==> src/rtl/uart_cmd_parser_pkg.sv <==
// uart_cmd_pkg: shared constants for the debugger UART command parser.
// Holds the parser state encoding, the default frame start marker and the
// debugger opcode values used by the debug core and its test benches.
package uart_cmd_pkg;

    // Parser state encoding. Kept as plain constants so existing tools and
    // waveform decoders that expect fixed numeric states keep working.
    localparam int STATE_W = 3;
    typedef logic [STATE_W-1:0] state_t;

    localparam state_t ST_HUNT    = 3'd0;
    localparam state_t ST_OPCODE  = 3'd1;
    localparam state_t ST_LEN     = 3'd2;
    localparam state_t ST_PAYLOAD = 3'd3;
    localparam state_t ST_CHECK   = 3'd4;
    localparam state_t ST_HOLD    = 3'd5;

    // Default frame start marker.
    localparam logic [7:0] DEFAULT_SYNC_BYTE = 8'hA5;

    // Debugger opcodes understood by the debug core.
    localparam logic [7:0] OP_READ  = 8'h01;
    localparam logic [7:0] OP_WRITE = 8'h02;
    localparam logic [7:0] OP_HALT  = 8'h03;
    localparam logic [7:0] OP_STEP  = 8'h04;

endpackage : uart_cmd_pkg

==> src/rtl/uart_gap_timer.sv <==
// uart_gap_timer: idle-gap watchdog for the command parser.
// Counts enabled clocks since the last clear. The terminal pulse is asserted
// combinationally on the clock in which the TIMEOUT_CYCLES-th idle edge will
// occur, so the owner can register its reaction on that same edge. A clear in
// the terminal cycle suppresses the pulse, letting a late byte win.
module uart_gap_timer #(
    parameter int TIMEOUT_CYCLES = 1_000_000
) (
    input  logic clk_in,
    input  logic rst_n_in,
    input  logic clear,
    input  logic enable,
    output logic terminal
);

    localparam int             CNT_W = $clog2(TIMEOUT_CYCLES + 1);
    localparam logic [CNT_W-1:0] LAST  = CNT_W'(TIMEOUT_CYCLES - 1);

    logic [CNT_W-1:0] count_q;

    assign terminal = enable && !clear && (count_q == LAST);

    // Idle counter: restarts on every clear, while disabled and after expiry.
    always_ff @(posedge clk_in or negedge rst_n_in) begin
        if (!rst_n_in) begin
            count_q <= '0;
        end else if (clear || !enable || terminal) begin
            count_q <= '0;
        end else begin
            count_q <= count_q + 1'b1;
        end
    end

endmodule : uart_gap_timer

==> src/rtl/uart_cmd_parser.sv <==
// uart_cmd_parser: turns the debugger UART receiver's byte strobes into
// framed commands (SYNC, OPCODE, LEN, PAYLOAD[0..LEN-1], optional CHECK) and
// offers each validated command to the debug core over valid/ready.
// Malformed, stalled and overrun frames are dropped and flagged with
// single-cycle registered pulses.
// Build option: define UART_CMD_CHECKSUM_EN to require a trailing XOR byte
// over OPCODE, LEN and payload; without it the frame ends at the last
// payload byte and err_chk_out is tied low.
module uart_cmd_parser
    import uart_cmd_pkg::*;
#(
    parameter int         MAX_PAYLOAD    = 8,
    parameter int         TIMEOUT_CYCLES = 1_000_000,
    parameter logic [7:0] SYNC_BYTE      = DEFAULT_SYNC_BYTE,
    localparam int        LEN_W          = $clog2(MAX_PAYLOAD + 1)
) (
    input  logic                     clk_in,
    input  logic                     rst_n_in,
    input  logic                     byte_valid_in,
    input  logic [7:0]               byte_in,
    output logic                     cmd_valid_out,
    input  logic                     cmd_ready_in,
    output logic [7:0]               cmd_opcode_out,
    output logic [LEN_W-1:0]         cmd_len_out,
    output logic [MAX_PAYLOAD*8-1:0] cmd_payload_out,
    output logic                     err_len_out,
    output logic                     err_chk_out,
    output logic                     err_timeout_out,
    output logic                     overrun_out
);

    localparam logic [7:0] MAX_LEN_BYTE = 8'(MAX_PAYLOAD);

    // State entered once the last frame byte (LEN=0 or final payload byte)
    // has been taken: either the check byte or straight to the hold.
`ifdef UART_CMD_CHECKSUM_EN
    localparam state_t ST_FRAME_END = ST_CHECK;
`else
    localparam state_t ST_FRAME_END = ST_HOLD;
`endif

    state_t                   state_q;
    state_t                   state_d;
    logic [7:0]               opcode_q;
    logic [LEN_W-1:0]         len_q;
    logic [LEN_W-1:0]         idx_q;
    logic [MAX_PAYLOAD*8-1:0] payload_q;
    logic                     cmd_valid_q;
    logic                     err_len_q;
    logic                     err_timeout_q;
    logic                     overrun_q;

    logic                     len_err;
    logic                     overrun;
    logic                     handshake;
    logic                     sync_hit;
    logic                     last_payload;
    logic                     in_frame;
    logic                     gap_expired;

`ifdef UART_CMD_CHECKSUM_EN
    logic [7:0]               xor_q;
    logic                     chk_err;
    logic                     err_chk_q;
`endif

    assign handshake    = cmd_valid_q & cmd_ready_in;
    assign sync_hit     = byte_valid_in && (byte_in == SYNC_BYTE);
    // idx_q < len_q <= MAX_PAYLOAD whenever this is used, so no wrap.
    assign last_payload = ((idx_q + 1'b1) == len_q);
    // The gap timer only runs while a frame is partially received.
    assign in_frame     = state_q inside {ST_OPCODE, ST_LEN, ST_PAYLOAD, ST_CHECK};

    uart_gap_timer #(
        .TIMEOUT_CYCLES (TIMEOUT_CYCLES)
    ) u_gap_timer (
        .clk_in   (clk_in),
        .rst_n_in (rst_n_in),
        .clear    (byte_valid_in),
        .enable   (in_frame),
        .terminal (gap_expired)
    );

    // Next-state and event decode for the frame parser.
    always_comb begin
        // NOTE: every signal assigned here gets a default first, so no path
        // through the case can leave one unassigned and infer a latch.
        state_d = state_q;
        len_err = 1'b0;
        overrun = 1'b0;
`ifdef UART_CMD_CHECKSUM_EN
        chk_err = 1'b0;
`endif
        case (state_q)
            ST_HUNT: begin
                if (sync_hit) begin
                    state_d = ST_OPCODE;
                end
            end
            ST_OPCODE: begin
                if (byte_valid_in) begin
                    state_d = ST_LEN;
                end
            end
            ST_LEN: begin
                if (byte_valid_in) begin
                    if (byte_in > MAX_LEN_BYTE) begin
                        len_err = 1'b1;
                        state_d = ST_HUNT;
                    end else if (byte_in == 8'h00) begin
                        state_d = ST_FRAME_END;
                    end else begin
                        state_d = ST_PAYLOAD;
                    end
                end
            end
            ST_PAYLOAD: begin
                if (byte_valid_in && last_payload) begin
                    state_d = ST_FRAME_END;
                end
            end
`ifdef UART_CMD_CHECKSUM_EN
            ST_CHECK: begin
                if (byte_valid_in) begin
                    if (byte_in == xor_q) begin
                        state_d = ST_HOLD;
                    end else begin
                        chk_err = 1'b1;
                        state_d = ST_HUNT;
                    end
                end
            end
`endif
            ST_HOLD: begin
                // Anything arriving while a command is held is lost,
                // including a SYNC on the handshake cycle itself.
                overrun = byte_valid_in;
                if (handshake) begin
                    state_d = ST_HUNT;
                end
            end
            default: begin
                state_d = ST_HUNT;
            end
        endcase
        // Expiry only fires in frame states on a cycle with no byte, so it
        // never competes with a byte-driven transition above.
        if (gap_expired) begin
            state_d = ST_HUNT;
        end
    end

    // Control registers: state, command valid and the error/overrun pulses.
    always_ff @(posedge clk_in or negedge rst_n_in) begin
        if (!rst_n_in) begin
            state_q       <= ST_HUNT;
            cmd_valid_q   <= 1'b0;
            err_len_q     <= 1'b0;
            err_timeout_q <= 1'b0;
            overrun_q     <= 1'b0;
`ifdef UART_CMD_CHECKSUM_EN
            err_chk_q     <= 1'b0;
`endif
        end else begin
            // NOTE: sequential state uses non-blocking assignments so every
            // register here samples the values from before this edge.
            state_q       <= state_d;
            cmd_valid_q   <= (state_d == ST_HOLD);
            err_len_q     <= len_err;
            err_timeout_q <= gap_expired;
            overrun_q     <= overrun;
`ifdef UART_CMD_CHECKSUM_EN
            err_chk_q     <= chk_err;
`endif
        end
    end

    // Frame datapath: opcode, length, payload slots, byte index and XOR.
    always_ff @(posedge clk_in or negedge rst_n_in) begin
        if (!rst_n_in) begin
            // NOTE: the payload is a flop array rather than a RAM, so it is
            // reset with everything else and never exposes stale data.
            opcode_q  <= '0;
            len_q     <= '0;
            idx_q     <= '0;
            payload_q <= '0;
`ifdef UART_CMD_CHECKSUM_EN
            xor_q     <= '0;
`endif
        end else if (byte_valid_in) begin
            case (state_q)
                ST_HUNT: begin
                    if (sync_hit) begin
                        idx_q     <= '0;
                        payload_q <= '0;
`ifdef UART_CMD_CHECKSUM_EN
                        xor_q     <= '0;
`endif
                    end
                end
                ST_OPCODE: begin
                    opcode_q <= byte_in;
`ifdef UART_CMD_CHECKSUM_EN
                    xor_q    <= xor_q ^ byte_in;
`endif
                end
                ST_LEN: begin
                    len_q <= LEN_W'(byte_in);
`ifdef UART_CMD_CHECKSUM_EN
                    xor_q <= xor_q ^ byte_in;
`endif
                end
                ST_PAYLOAD: begin
                    for (int i = 0; i < MAX_PAYLOAD; i++) begin
                        if (idx_q == LEN_W'(i)) begin
                            payload_q[i*8 +: 8] <= byte_in;
                        end
                    end
                    idx_q <= idx_q + 1'b1;
`ifdef UART_CMD_CHECKSUM_EN
                    xor_q <= xor_q ^ byte_in;
`endif
                end
                default: begin
                end
            endcase
        end
    end

    assign cmd_valid_out   = cmd_valid_q;
    assign cmd_opcode_out  = opcode_q;
    assign cmd_len_out     = len_q;
    assign cmd_payload_out = payload_q;
    assign err_len_out     = err_len_q;
    assign err_timeout_out = err_timeout_q;
    assign overrun_out     = overrun_q;
`ifdef UART_CMD_CHECKSUM_EN
    assign err_chk_out     = err_chk_q;
`else
    assign err_chk_out     = 1'b0;
`endif

endmodule : uart_cmd_parser
==> config.mk <==
export PLATFORM = sky130hd
export DESIGN_NAME = uart_cmd_parser
export DESIGN_NICKNAME = d
export VERILOG_FILES = /design/src/rtl/uart_cmd_parser_pkg.sv /design/src/rtl/uart_gap_timer.sv /design/src/rtl/uart_cmd_parser.sv
export SDC_FILE = /design/constraint.sdc
export NUM_CORES = 1
export LEC_CHECK = 0
export BUFFER_PORTS_ARGS = -buffer_cell sky130_fd_sc_hd__clkbuf_2
export CAP_MARGIN = 5
export CORE_MARGIN = 1.5
export CORE_UTILIZATION = 48
export CTS_BUF_LIST = sky130_fd_sc_hd__clkbuf_4
export CTS_CLUSTER_DIAMETER = 40
export CTS_CLUSTER_SIZE = 16
export DETAILED_ROUTE_END_ITERATION = 8
export GPL_ROUTABILITY_DRIVEN = 0
export GPL_TIMING_DRIVEN = 0
export PLACE_DENSITY = 0.83
export SETUP_SLACK_MARGIN = 0.2
export SYNTH_ARGS = -nofsm -noshare
export SYNTH_HDL_FRONTEND = slang
export SYNTH_SLANG_ARGS = --single-unit
==> constraint.sdc <==
create_clock -name clk_in -period 3.8 [get_ports clk_in]
set_input_delay 0.76 -clock clk_in [delete_from_list [all_inputs] [get_ports clk_in]]
set_output_delay 0.76 -clock clk_in [all_outputs]
set_load 0.01 [all_outputs]
# Word level (Yosys, flattened, before mapping)
# Cells that the tools add are included.
# W data, S select, Z words.
word_totals:
  register_bits: 107
  inputBits: 12
  output_inout_bits: 81
  word_cells: 96
op_classes:
  add_sub_neg: 2
  order_cmp: 1
  n_eq_ne: 25
  mux: 26
  bitwise_logic: 1
  n_reduce_logical: 24
ops:
  columns: ["cell", "n"]
  rows:
  - ["$pmux W64 S2", 1]
  - ["$mux W64", 1]
  - ["$mux W8", 8]
  - ["$reduce_and A4 Y1", 8]
  - ["$mux W3", 8]
  - ["$add A20 B1 Y20 const B", 1]
  - ["$eq A20 B20 Y1 const B", 1]
  - ["$mux W20", 1]
  - ["$eq A4 B3 Y1 const B", 4]
  - ["$ne A2 B1 Y1 const B", 8]
  - ["$pmux W3 S5", 1]
  - ["$eq A3 B3 Y1 const B", 3]
  - ["$eq A4 B2 Y1 const B", 2]
  - ["$eq A8 B8 Y1 const B", 1]
  - ["$gt A8 B4 Y1 const B", 1]
  - ["$logic_not A8 Y1", 1]
  - ["$pmux W4 S2", 1]
  - ["$eq A3 B2 Y1 const B", 2]
  - ["$add A4 B1 Y4 const B", 1]
  - ["$eq A4 B1 Y1 const B", 1]
  - ["$eq A4 B4 Y1", 1]
  - ["$logic_and A1 B1 Y1", 4]
  - ["$logic_not A4 Y1", 1]
  - ["$mux W1", 4]
  - ["other kinds (11)", 14]

# Depth between registers and ports, before layout
depth:
  word_depth: 7
  mapped_depth: 6
  mapped_depth_nobuf: 6

# By module
# From an unflattened synthesis, not the netlist that was laid out.
unflattened:
  cells_unflattened: 439
  hier_area_um2: 4724.5
modules_own_cells:
  columns: ["module", "n_inst", "cells_each", "area_each_um2", "seq_area_each_um2"]
  rows:
  - ["uart_cmd_parser", 1, 330, 3697.3, 2177.1]
  - ["uart_gap_timer", 1, 109, 1027.2, 500.5]

# Least setup slack after synthesis
# No wires, ideal clock.
synth_timing:
  path_kind: "input port to flip-flop"
  startpoint: "input port byte_in[1]"
  endpoint: "register payload_q[0], in the netlist cmd_payload_out[0]"
  setup_ns: 0.125
  t_arrival_ns: 2.428
  t_required_ns: 3.675
  setup_slack_ns: 1.247
  stages: 5
  path_cell_list: "or4b_1 or4_1 buf_2 a21boi_4 mux2_2"
synth_between:
  elab_chain_len: 4
synth_lines:
  columns: ["item", "line", "rtl"]
  rows:
  - ["start, declared", "uart_cmd_parser.sv:20", "input logic [7:0] byte_in,"]
  - ["$eq A8 B8 Y1", "uart_cmd_parser.sv:68", "assign sync_hit = byte_valid_in && (byte_in == SYNC_BYTE);"]
  - ["$logic_and A1 B1 Y1", "uart_cmd_parser.sv:68", null]
  - ["$ne A2 B2 Y1 (no source line)", null, null]
  - ["$reduce_and A4 Y1 (no source line)", null, null]
  - ["end signal, assigned by index", "uart_cmd_parser.sv:216", "payload_q[i*8 +: 8] <= byte_in;"]
  - ["end, declared", "uart_cmd_parser.sv:47", "logic [MAX_PAYLOAD*8-1:0] payload_q;"]
# Every way passes these cells.
# A chain may end at the register's enable or synchronous reset.

# Final worst setup path
layout_timing:
  startpoint: "input port byte_in[1]"
  endpoint: "register idx_q[2]"
layout_between:
  elab_chain_len: 4
layout_lines:
  columns: ["item", "line", "rtl"]
  rows:
  - ["$eq A8 B8 Y1", "uart_cmd_parser.sv:68", null]
  - ["$logic_and A1 B1 Y1", "uart_cmd_parser.sv:68", null]
  - ["$ne A2 B2 Y1 (no source line)", null, null]
  - ["$reduce_and A3 Y1 (no source line)", null, null]
  - ["end signal, assigned", "uart_cmd_parser.sv:219", "idx_q <= idx_q + 1'b1;"]
  - ["end, declared", "uart_cmd_parser.sv:46", "logic [LEN_W-1:0] idx_q;"]
# Every way passes these cells.

==> results.yml <==
outcome:
  status: "completed"
sta:
  rsz0062_at_grt: "no"
  worst_slew_margin_rel_pct: 34.0
  max_freq_mhz: 390
  slew_viol_final: 0
  worst_pin_slew_ns: 0.980
  finalHoldViolations: 0
  fin_worst_skew_ns: 0.0234
  finalSetupViolCount: 0
  timing.final.crit_share_pct: 67.5
  tns_ns: 0
  period_needed_ns: 2.56
drt:
  wire_per_inst_um: 17.2
  drt_iter0_markers: 235
  routed_via_density: 5.61
  first_pass_iters: 4
  drc: 0
  wl_mm: 11.2
  num_vias: 3644
  ant_nets: 0
setup_path:
  cp.arrival_ns: 2.94
  crit_path_start_kind: "input port"
  slowest_delay_ns: 0.76
  slowest_stage: "nor4_1"
  worstPathRequired_ns: 4.18
  cp-end-kind: "flip-flop"
  crit_type: "input port to flip-flop"
  crit_path_max_fanout: 7
  timing.critical_path.cells: "clkbuf_2 -> or4b_1 -> nor4_1 -> o21ai_0 -> a22o_1"
synthesis:
  synth_adder_area_share_pct: 1.34
  ys_seq_elements: 107
  synth.yosys.seq_area_share_pct: 57.2
  syn_nets: 429
  synth_mux_area_share_pct: 5.02
  netlist_area_mm2: 0.00468
  yosysWarnings: 0
  synth-compound-area-share_pct: 16.3
  ys_types: 52
  synth_xor_area_share_pct: 3.18
  syn_inst: 412
  synth_edf_count: 0
  async_flop_share_pct: 100
  synth-simple-area-share_pct: 12.9
  synth_flop_cell: "dfrtp_1"
  synth_top_family_by_area: "compound AO/OA/AOI/OAI gates"
  avgSynthCellArea_um2: 11.4
placed_design:
  port_buffers: 91
  dp_hpwl_mm: 8.10
global_routing:
  grt_pass1_vias: 3647
  grt_overflow: 0
  grt_pass1_wl_mm: 18.1
  grt_max_degree: 65
  grt_use_total_pct: 23.0
  antenna_found_initial: 0
floorplanning:
  coreArea_mm2: 0.00933
  dieArea_mm2: 0.0104
  start_util_pct: 50.2
  die_h_um: 102
  io_pins: 93
  die_x_um: 102
  row_count: 35
pwr:
  power_w: 0.00190
  powerDensity_mw_per_mm2: 347
  total_leakage_power_nw: 2.63
  vdd_drop_max_uv: 184
clock_tree:
  clkSinkCount: 107
  holdBufCountCts: 0
  clk_path_buf_depth: 2
  cts_tree: "yes"
  cts_resized: 0
  cts-root-buf: "clkbuf_4"
  cts_max_level: 3
  cts_buffers: 9
  path_clk_slew_ns: 0.16
  post_cts_buffers: 0
  clk_latency_ns: 0.47
finish:
  synthToLayoutAreaGrowth_pct: 17.0
  fin_nets: 532
  drive_above_1_share_pct: 26.7
  n_antenna_cell: 0
run:
  max_cap_viol_count: 0
min_path:
  min_path_type: "input port to async pin"
-- synthesized netlist by cell type (5+ instances only) --
library cell | instances | area (um^2)
nand3b_1 | 6 | 45.0
nand4_1 | 9 | 56.3
nand2_1 | 20 | 75.1
nor2_1 | 19 | 71.3
or4_1 | 5 | 37.5
clkbuf_1 | 9 | 33.8
inv_1 | 34 | 128
a21oi_1 | 9 | 45.0
dfrtp_1 | 107 | 2680
a22o_1 | 33 | 289
mux2_2 | 20 | 225
o21ai_1 | 7 | 35.0
xor2_1 | 5 | 43.8
nor3_1 | 5 | 25.0
nand3_1 | 9 | 45.0
or3_1 | 6 | 37.5
o21ai_0 | 8 | 40.0
and2_1 | 9 | 56.3
ha_1 | 5 | 62.6
o22ai_1 | 24 | 150
xnor2_1 | 12 | 105
-- through the flow --
step | cell area (um^2) | util, % | hold slack (ns) | instances | worst slack, ns
after floorplan | 4680 | - | 0.464 | 412 | 1.25
after global placement | 5300 | 56.8 | 0.482 | 632 | 0.630
after detailed placement | 5330 | 57.1 | 0.483 | 633 | 0.789
after CTS | 5480 | 58.8 | 0.314 | 649 | 1.28
after global routing | 5480 | 58.8 | 0.330 | 649 | 1.13
final | 5480 | 58.8 | 0.302 | 649 | 1.24
-- final cells by class --
class | instances | area [um^2]
fill | 786 | 3850
sequential | 107 | 2680
multi-input combinational | 257 | 1820
timing repair buffer | 92 | 485
tap | 129 | 161
inverter | 34 | 128
clock inverter | 7 | 83.8
clock buffer | 9 | 67.6
buffer | 14 | 60.1
-- per-layer routing --
metal / GRT usage, % / wire length (um) / vias up
met5: 0 / 0 / -
met4: 8.23 / 282 / 0
met3: 5.59 / 644 / 25
met2: 38.6 / 5500 / 126
met1: 29.1 / 4760 / 1782
li1: - / - / 1711
-- power by group --
group / total (W) / switching, W / internal (W)
clock network: 0.000606 / 0.000394 / 0.000212
registers: 0.00117 / 0.0000135 / 0.00116
logic: 0.000124 / 0.0000796 / 0.0000447
total: 0.00190 / 0.000487 / 0.00142
-- final timing paths --
| check | from | end | slack (ns) | depth (start not counted) |
|---|---|---|---|---|
| worst max register to register | state_q[2] | idx_q[2] | 1.26 | 5 |
| worst min-delay path | rst_n_in | cmd_payload_out[10] | 0.30 | 1 |
| worst min register to register | cmd_payload_out[51] | cmd_payload_out[51] | 0.52 | 1 |
| worst max-delay path | byte_in[1] | idx_q[2] | 1.24 | 5 |
| max in group asynchronous | rst_n_in | u_gap_timer.count_q[14] | 2.77 | 2 |
| min in group clk_in | cmd_payload_out[51] | cmd_payload_out[51] | 0.52 | 1 |
-- sequential cells by signal, summed over array words and instances, names as in the netlist --
register,count
u_gap_timer.count_q,20
state_q,3
cmd_len_out,4
err_len_out,1
cmd_valid_out,1
idx_q,4
cmd_payload_out,64
err_timeout_out,1
cmd_opcode_out,8
overrun_out,1
-- cell usage in the layout (no fill, tap or decap), types with 9 or more instances in the layout --
master and count:
inv_1 34, mux2_2 20, a21oi_1 9, nand3_1 9, nand2_1 20, o22ai_1 24, dfrtp_1 107, xnor2_1 12
a22o_1 33, clkbuf_1 9, nor2_1 19, clkbuf_2 90, clkbuf_4 10, and2_1 9, nand4_1 9
-- cells by family after synthesis --
group	after synthesis
compound gates	105
other cells	1
simple gates	108
xor+xnor	17
mux	21
fa+ha+maj	5
flops	107
buf+inv	48
-- worst max-delay path, delay by kind of cell --
family,cells,cell delay [ns]
simple gates,2,1.31
compound gates,2,0.71
buf+inv,1,0.16
(Power assumes the default switching activity.)
